File: src/rtl/cpu_mem_arbiter_pkg.sv
// rtl/cpu_mem_arbiter_pkg.sv - shared encodings for the instruction/data memory-port arbiter
package cpu_mem_arbiter_pkg;

  typedef enum logic [1:0] {
    ARB_IDLE = 2'd0,
    ARB_REQ  = 2'd1,
    ARB_RESP = 2'd2
  } arb_state_t;

  typedef enum logic [1:0] {
    OWNER_NONE = 2'd0,
    OWNER_INST = 2'd1,
    OWNER_DATA = 2'd2
  } owner_t;

endpackage

File: src/rtl/cpu_mem_arbiter.sv
// rtl/cpu_mem_arbiter.sv - shares one sram-like port between fetch and data masters
// One outstanding transaction; data has priority until fetch has starved STARVE_LIMIT grants.
module cpu_mem_arbiter
  import cpu_mem_arbiter_pkg::*;
#(
  parameter int ADDR_W       = 32,
  parameter int DATA_W       = 32,
  parameter int STARVE_LIMIT = 4
) (
  input  logic              i_clk,
  input  logic              i_reset,
  input  logic              i_inst_req,
  input  logic [1:0]        i_inst_size,
  input  logic [ADDR_W-1:0] i_inst_addr,
  output logic              o_inst_addr_ok,
  output logic              o_inst_data_ok,
  output logic [DATA_W-1:0] o_inst_rdata,
  input  logic              i_data_req,
  input  logic              i_data_wr,
  input  logic [1:0]        i_data_size,
  input  logic [ADDR_W-1:0] i_data_addr,
  input  logic [DATA_W-1:0] i_data_wdata,
  output logic              o_data_addr_ok,
  output logic              o_data_data_ok,
  output logic [DATA_W-1:0] o_data_rdata,
  output logic              o_mem_req,
  output logic              o_mem_wr,
  output logic [1:0]        o_mem_size,
  output logic [ADDR_W-1:0] o_mem_addr,
  output logic [DATA_W-1:0] o_mem_wdata,
  input  logic              i_mem_addr_ok,
  input  logic              i_mem_data_ok,
  input  logic [DATA_W-1:0] i_mem_rdata
);

  localparam int CNT_W = $clog2(STARVE_LIMIT + 1);

  arb_state_t       r_state, w_next_state;
  owner_t           r_owner, w_next_owner;
  owner_t           r_lock,  w_next_lock;
  logic [CNT_W-1:0] r_starve_cnt, w_next_starve;
  owner_t           w_grant;
  logic             w_accept;
  logic             w_resp;

  always_comb begin
    w_grant = OWNER_NONE;
    case (r_state)
      ARB_IDLE: begin
        if (i_inst_req && (r_starve_cnt == CNT_W'(STARVE_LIMIT))) w_grant = OWNER_INST;
        else if (i_data_req)                                     w_grant = OWNER_DATA;
        else if (i_inst_req)                                     w_grant = OWNER_INST;
      end
      ARB_REQ: w_grant = r_lock;
      default: w_grant = OWNER_NONE;
    endcase
  end

  always_comb begin
    o_mem_req   = 1'b0;
    o_mem_wr    = 1'b0;
    o_mem_size  = 2'd0;
    o_mem_addr  = '0;
    o_mem_wdata = '0;
    case (w_grant)
      OWNER_INST: begin
        o_mem_req  = i_inst_req;
        o_mem_size = i_inst_size;
        o_mem_addr = i_inst_addr;
      end
      OWNER_DATA: begin
        o_mem_req   = i_data_req;
        o_mem_wr    = i_data_wr;
        o_mem_size  = i_data_size;
        o_mem_addr  = i_data_addr;
        o_mem_wdata = i_data_wdata;
      end
      default: ;
    endcase
  end

  assign w_accept       = o_mem_req && i_mem_addr_ok;
  assign o_inst_addr_ok = w_accept && (w_grant == OWNER_INST);
  assign o_data_addr_ok = w_accept && (w_grant == OWNER_DATA);

  // Responses outside RESP are protocol violations and never reach a master.
  assign w_resp         = (r_state == ARB_RESP) && i_mem_data_ok;
  assign o_inst_data_ok = w_resp && (r_owner == OWNER_INST);
  assign o_data_data_ok = w_resp && (r_owner == OWNER_DATA);
  assign o_inst_rdata   = o_inst_data_ok ? i_mem_rdata : '0;
  assign o_data_rdata   = o_data_data_ok ? i_mem_rdata : '0;

  always_comb begin
    w_next_state  = r_state;
    w_next_owner  = r_owner;
    w_next_lock   = r_lock;
    w_next_starve = r_starve_cnt;
    case (r_state)
      ARB_IDLE, ARB_REQ: begin
        if (w_accept) begin
          w_next_state = ARB_RESP;
          w_next_owner = w_grant;
          w_next_lock  = OWNER_NONE;
          if (!i_inst_req || (w_grant == OWNER_INST)) w_next_starve = '0;
          else if (r_starve_cnt != CNT_W'(STARVE_LIMIT)) w_next_starve = r_starve_cnt + 1'b1;
        end else if ((r_state == ARB_IDLE) && (w_grant != OWNER_NONE)) begin
          w_next_state = ARB_REQ;
          w_next_lock  = w_grant;
        end
      end
      ARB_RESP: begin
        if (i_mem_data_ok) begin
          w_next_state = ARB_IDLE;
          w_next_owner = OWNER_NONE;
        end
      end
      default: w_next_state = ARB_IDLE;
    endcase
  end

  always_ff @(posedge i_clk) begin
    if (i_reset) begin
      r_state      <= ARB_IDLE;
      r_owner      <= OWNER_NONE;
      r_lock       <= OWNER_NONE;
      r_starve_cnt <= '0;
    end else begin
      r_state      <= w_next_state;
      r_owner      <= w_next_owner;
      r_lock       <= w_next_lock;
      r_starve_cnt <= w_next_starve;
    end
  end

endmodule

File: config.mk
export PLATFORM = sky130hd
export DESIGN_NAME = cpu_mem_arbiter
export DESIGN_NICKNAME = d
export VERILOG_FILES = /design/src/rtl/cpu_mem_arbiter_pkg.sv /design/src/rtl/cpu_mem_arbiter.sv
export SDC_FILE = /design/constraint.sdc
export NUM_CORES = 1
export LEC_CHECK = 0
export ABC_CLOCK_PERIOD_IN_PS = 3400
export CELL_PAD_IN_SITES_DETAIL_PLACEMENT = 0
export CELL_PAD_IN_SITES_GLOBAL_PLACEMENT = 2
export CORE_ASPECT_RATIO = 0.7
export CORE_UTILIZATION = 10
export DETAILED_ROUTE_END_ITERATION = 6
export GPL_TIMING_DRIVEN = 0
export PLACE_DENSITY_LB_ADDON = 0.08
export REMOVE_ABC_BUFFERS = 1
export SLEW_MARGIN = 30
export SYNTH_ARGS = -nofsm -noshare
export SYNTH_HDL_FRONTEND = slang
export SYNTH_SLANG_ARGS = --single-unit
File: constraint.sdc
create_clock -name i_clk -period 3.4 [get_ports i_clk]
set_input_delay 1.02 -clock i_clk [delete_from_list [all_inputs] [get_ports i_clk]]
set_output_delay 1.02 -clock i_clk [all_outputs]
set_load 0.02 [all_outputs]
After elaboration in Yosys (flattened, before gate mapping):

Index checks and enable logic that the tools add are counted.

* register bits: 9
* bits in latches: 0
* memory bits (writable): 0
* memory bits (read-only): 0
* memories: 0

* $add $sub $neg: 1
* multipliers: 0
* div/mod/pow operators: 0
* magnitude comparators: 0
* eq/ne operators: 11
* shift operators: 0
* multiplexer cells: 21
* bitwise logic cells: 0
* reductions and logical operators: 20

Operators by type and width (count)
* $mux W32: 3
* $pmux W32 S2: 1
* $mux W2: 8
* $pmux W2 S2: 4
* $logic_and A1 B1 Y1: 8
* $reduce_bool A2 Y1: 4
* $eq A2 B1 Y1 const B: 3
* $eq A2 B2 Y1 const B: 3
* $mux W3: 2
* $ne A3 B3 Y1 const B: 2
* $reduce_and A3 Y1: 2
* $ne A2 B2 Y1 const B: 2
* $reduce_and A2 Y1: 2
* $add A3 B1 Y3 const B: 1
* $eq A3 B3 Y1 const B: 1
* $logic_not A2 Y1: 1
* $mux W1: 2
* $pmux W1 S2: 1
* $reduce_or A2 Y1: 1
* $logic_not A1 Y1: 1
* $logic_or A1 B1 Y1: 1

Depth between registers and ports, before layout:

* depth in word-level cells: 9
* mapped depth: 13

Worst setup path before layout:

OpenSTA, ideal clock, no wires.

* path kind: input to output
* start: in i_inst_req
* end: out o_mem_wdata[10]
* arrival: 2.531 ns
* required time: 2.380 ns
* setup slack: -0.151 ns
* cell stages on the path: 9
* path buffers: 3
* path through: nand3_1 a31oi_1 or2_2 inv_1 ha_1 buf_4 clkbuf_1 clkbuf_1 and2_1

* longest elaborated chain between the ends: 6
* elaborated cells on any way between the ends: 7

RTL lines
* from (decl): line cpu_mem_arbiter.sv:12 `input logic i_inst_req,`
* $mux W1: line cpu_mem_arbiter.sv:52 `else if (i_inst_req) w_grant = OWNER_INST;`
* $mux W2: line cpu_mem_arbiter.sv:51 `else if (i_data_req) w_grant = OWNER_DATA;`
* $mux W2 (*): line cpu_mem_arbiter.sv:50 `if (i_inst_req && (r_starve_cnt == CNT_W'(STARVE_LIMIT))) w_grant = OWNER_INST;`
* $pmux W2 S2 (*): line cpu_mem_arbiter.sv:48 `case (r_state)`
* $eq A2 B2 Y1 (*): line cpu_mem_arbiter.sv:65 `case (w_grant)`
* $mux W32 (*): line cpu_mem_arbiter.sv:65
* to (decl): line cpu_mem_arbiter.sv:30 `output logic [DATA_W-1:0] o_mem_wdata,`

Every way passes the cells marked *; elsewhere a longest branch is shown, timed or not.

Final worst setup path:

* start: in i_data_req
* end: out o_mem_addr[29]

* longest elaborated chain between the ends: 5
* elaborated cells on any way between the ends: 6

RTL lines
* from (decl): line cpu_mem_arbiter.sv:18 `input logic i_data_req,`
* $mux W2 (*): line cpu_mem_arbiter.sv:51
* $mux W2 (*): line cpu_mem_arbiter.sv:50
* $pmux W2 S2 (*): line cpu_mem_arbiter.sv:48
* $eq A2 B2 Y1 / $eq A2 B1 Y1 (equally long branches): line cpu_mem_arbiter.sv:65
* $pmux W32 S2 (*): line cpu_mem_arbiter.sv:65
* to (decl): line cpu_mem_arbiter.sv:29 `output logic [ADDR_W-1:0] o_mem_addr,`

Marks and branches as above.

==> metrics.txt <==
Setup crit end kind=primary output; Antenna Nets Post-Route=0; Die W=about 160 microns; status=finished with violations; Non-Filler Instances=795; DR WL met3=roughly 540 microns; initial core utilization=10.27%; num ports=275; Slew HR=70.28%; Critical Path, Cell by Cell=buf_8 > a21bo_4 > a22o_4 > nand2b_4 > inv_2 > ha_4 > buf_6 > a22oi_1 > nor2b_1 > clkdlybuf4s15_2; Clock transition at path regs=40 ps; syn_area_per_cell=6.872 sq um; post-route setup slack=-196.1 ps; fillers=about 1800; synth-to-layout area growth=221.9%; Worst EP arrival=2580 ps; Layout Nets=between 700 and 800; clock skew=2.387 ps; number of remaining DRC errors=0; Slew Limit Fails=0; Max Cap Viol=0; HP Class=reg2reg; post-synthesis mux area share=0.8469%; met2 WL=6.834 mm; WP data required=2380 ps; RePlAce Congestion=between 0.7 and 0.8; TNS Setup=-5753 ps; PwrDens=233.4 nW/um^2; CTS sink cnt=9; share of cells above drive strength 1=45.57%; simple-gate share of the synthesized area=58.22%; Metal-1 WL=4.777 mm; RSZ-0062 raised after global routing=true; failing checks=setup timing; hold-fix buffers at CTS=0; CTS tree=built; IO buf count=274; first-pass GRT wire length=roughly 18 mm; Placement Setup Slack=-1795 ps; Static Leak=roughly 2.4 nW; fmax=0.2781 GHz; CTS Root Cell=clkbuf_16; dpl hpwl=around 8.6 mm; maximum vdd drop=between 0.15 and 0.2 mV; Fin Hold WS=456.5 ps; Post-Syn Instances=258; xor/xnor share of the synthesized area=0%; register area share after synthesis=10.16%; wire per inst=between 15 and 20 microns; area fraction in compound gates after synthesis=20.40%; Mapped Area=1773 sq um; GRT Overall Usage=12.54%; via count=approximately 3000; number of vias per cell=about 3.8; drt initial violations=58; leading cell types in the layout, fill and taps excluded=clkdlybuf4s50_1 (135), buf_4 (76), and2_1 (71), buf_6 (47), nor2b_1 (37); most common cell after layout, fill and taps aside=clkdlybuf4s50_1; routed wire length=between 10 and 15 mm; Num CTS Buffers=3; register area=180.2 sq um; largest family of logic cells by synthesized area=simple AND/OR/NAND/NOR gates; Inst Count DP=743; Max Used Layer=met4; H-tree depth=1; number of flops mapped to enable cells by yosys=0; largest net degree at the start of global routing=26; critical path class=in2out; #FFs+latches synth=9; Crit Path Max Fanout=17; initial antenna violation count=0; crit path launch type=input port; die height=113.4 microns; grt total ovfl=0; period utilization=105.8%; FFs w/ async S/R, synth=0%; drt first pass iters=4; area of the multi-input gates=about 1800 sq um; CP max stage cell=clkdlybuf4s15_2; top_reg_cell synth=dfxtp_1; post-synthesis adder-cell area fraction=3.529%; synth warn=0; Final min period=3596 ps; crit-path max cell delay=roughly 250 ps; Hold Vio Cnt, Final=0; row count=40; full die area=18270 sq um; Yosys cell types=29; Worst Tran Pin Value=442.4 ps; core area=between 15000 and 20000 sq um; vias in the first global route=between 2000 and 3000; setup violators final=60; Clk Latency, worst-skew pair=230 ps; clock buffer depth=2; ANT cells=0
sequential cells by signal, summed over array words and instances (netlist names):
name / count
r_lock: 2
r_owner: 2
r_starve_cnt: 3
r_state: 2
power by group:
part	switching, mW	internal (mW)	total, mW
clock	0.0522	0.157	0.209
sequential	0.00694	0.112	0.119
combinational	0.413	0.591	1.00
total	0.472	0.860	1.33
cell usage after synthesis (2+ instances only):
cell type / n / area [sq um]
buf_4: 2 / 15.01
dfxtp_1: 9 / 180.2
clkbuf_1: 18 / 67.56
nand2_1: 4 / 15.01
nand3b_1: 3 / 22.52
nor3_1: 3 / 15.01
a22oi_1: 34 / 255.2
nand2b_1: 3 / 18.77
buf_2: 4 / 20.02
and2_1: 100 / 625.6
nand4_1: 2 / 12.51
inv_1: 5 / 18.77
nor2b_1: 37 / 231.5
nand3_1: 5 / 25.02
or3_1: 2 / 12.51
nor3b_2: 2 / 25.02
or2_2: 3 / 18.77
a21oi_1: 6 / 30.03
ha_1: 5 / 62.56
a31oi_1: 2 / 12.51
through the flow:
step,instance area (sq um),util [%],power (mW)
finish,5707,33.05,1.332
global route,5707,33.05,1.408
CTS,5579,32.31,1.317
detailed placement,4806,27.83,0.8564
global placement,4702,27.23,0.8357
floorplan,1670,-,0.4348
kinds of logic after synthesis:
group / count (synthesis)
flops: 9
compound gates: 48
fa+ha+maj: 5
simple gates: 166
buf+inv: 29
mux: 1
per-layer routing:
| layer | vias up | track usage (%) |
|---|---|---|
| met3 | 2 | 1.636 |
| li1 | 1486 | - |
| met1 | 1407 | 14.42 |
| met4 | 0 | 0.5660 |
| met5 | - | 0 |
| met2 | 99 | 25.52 |
final timing paths:
path | from | depth (start not counted) | slack [ps] | end
max | i_data_req | 10 | -200 | o_mem_addr[29]
min | r_lock[1]$_SDFFE_PP0P_ | 2 | 460 | r_lock[1]$_SDFFE_PP0P_
max reg2reg | r_starve_cnt[0]$_SDFFE_PP0P_ | 11 | 600 | r_owner[1]$_SDFFE_PP0P_
min reg2reg | r_lock[1]$_SDFFE_PP0P_ | 2 | 460 | r_lock[1]$_SDFFE_PP0P_
layout make-up:
class | count | area share (%)
inverter | 5 | 0.3289
multi-input combinational | 220 | 31.62
clock buffer | 4 | 1.381
tap | 231 | 5.065
sequential | 9 | 3.157
timing repair buffer | 326 | 58.45
worst max-delay path, delay by kind of cell:
| family | cells | cell delay (ps) |
|---|---|---|
| compound gates | 3 | 630 |
| fa+ha+maj | 1 | 180 |
| buf+inv | 4 | 560 |
| simple gates | 2 | 170 |
what timing repair did:
item,CTS,global route
pin swaps,22,8
endpoints found under the setup margin,145,128
buffers inserted,36,4
resized for setup,665,51
gates cloned,10,2
No activity file was read; power rests on OpenSTA's default activity.
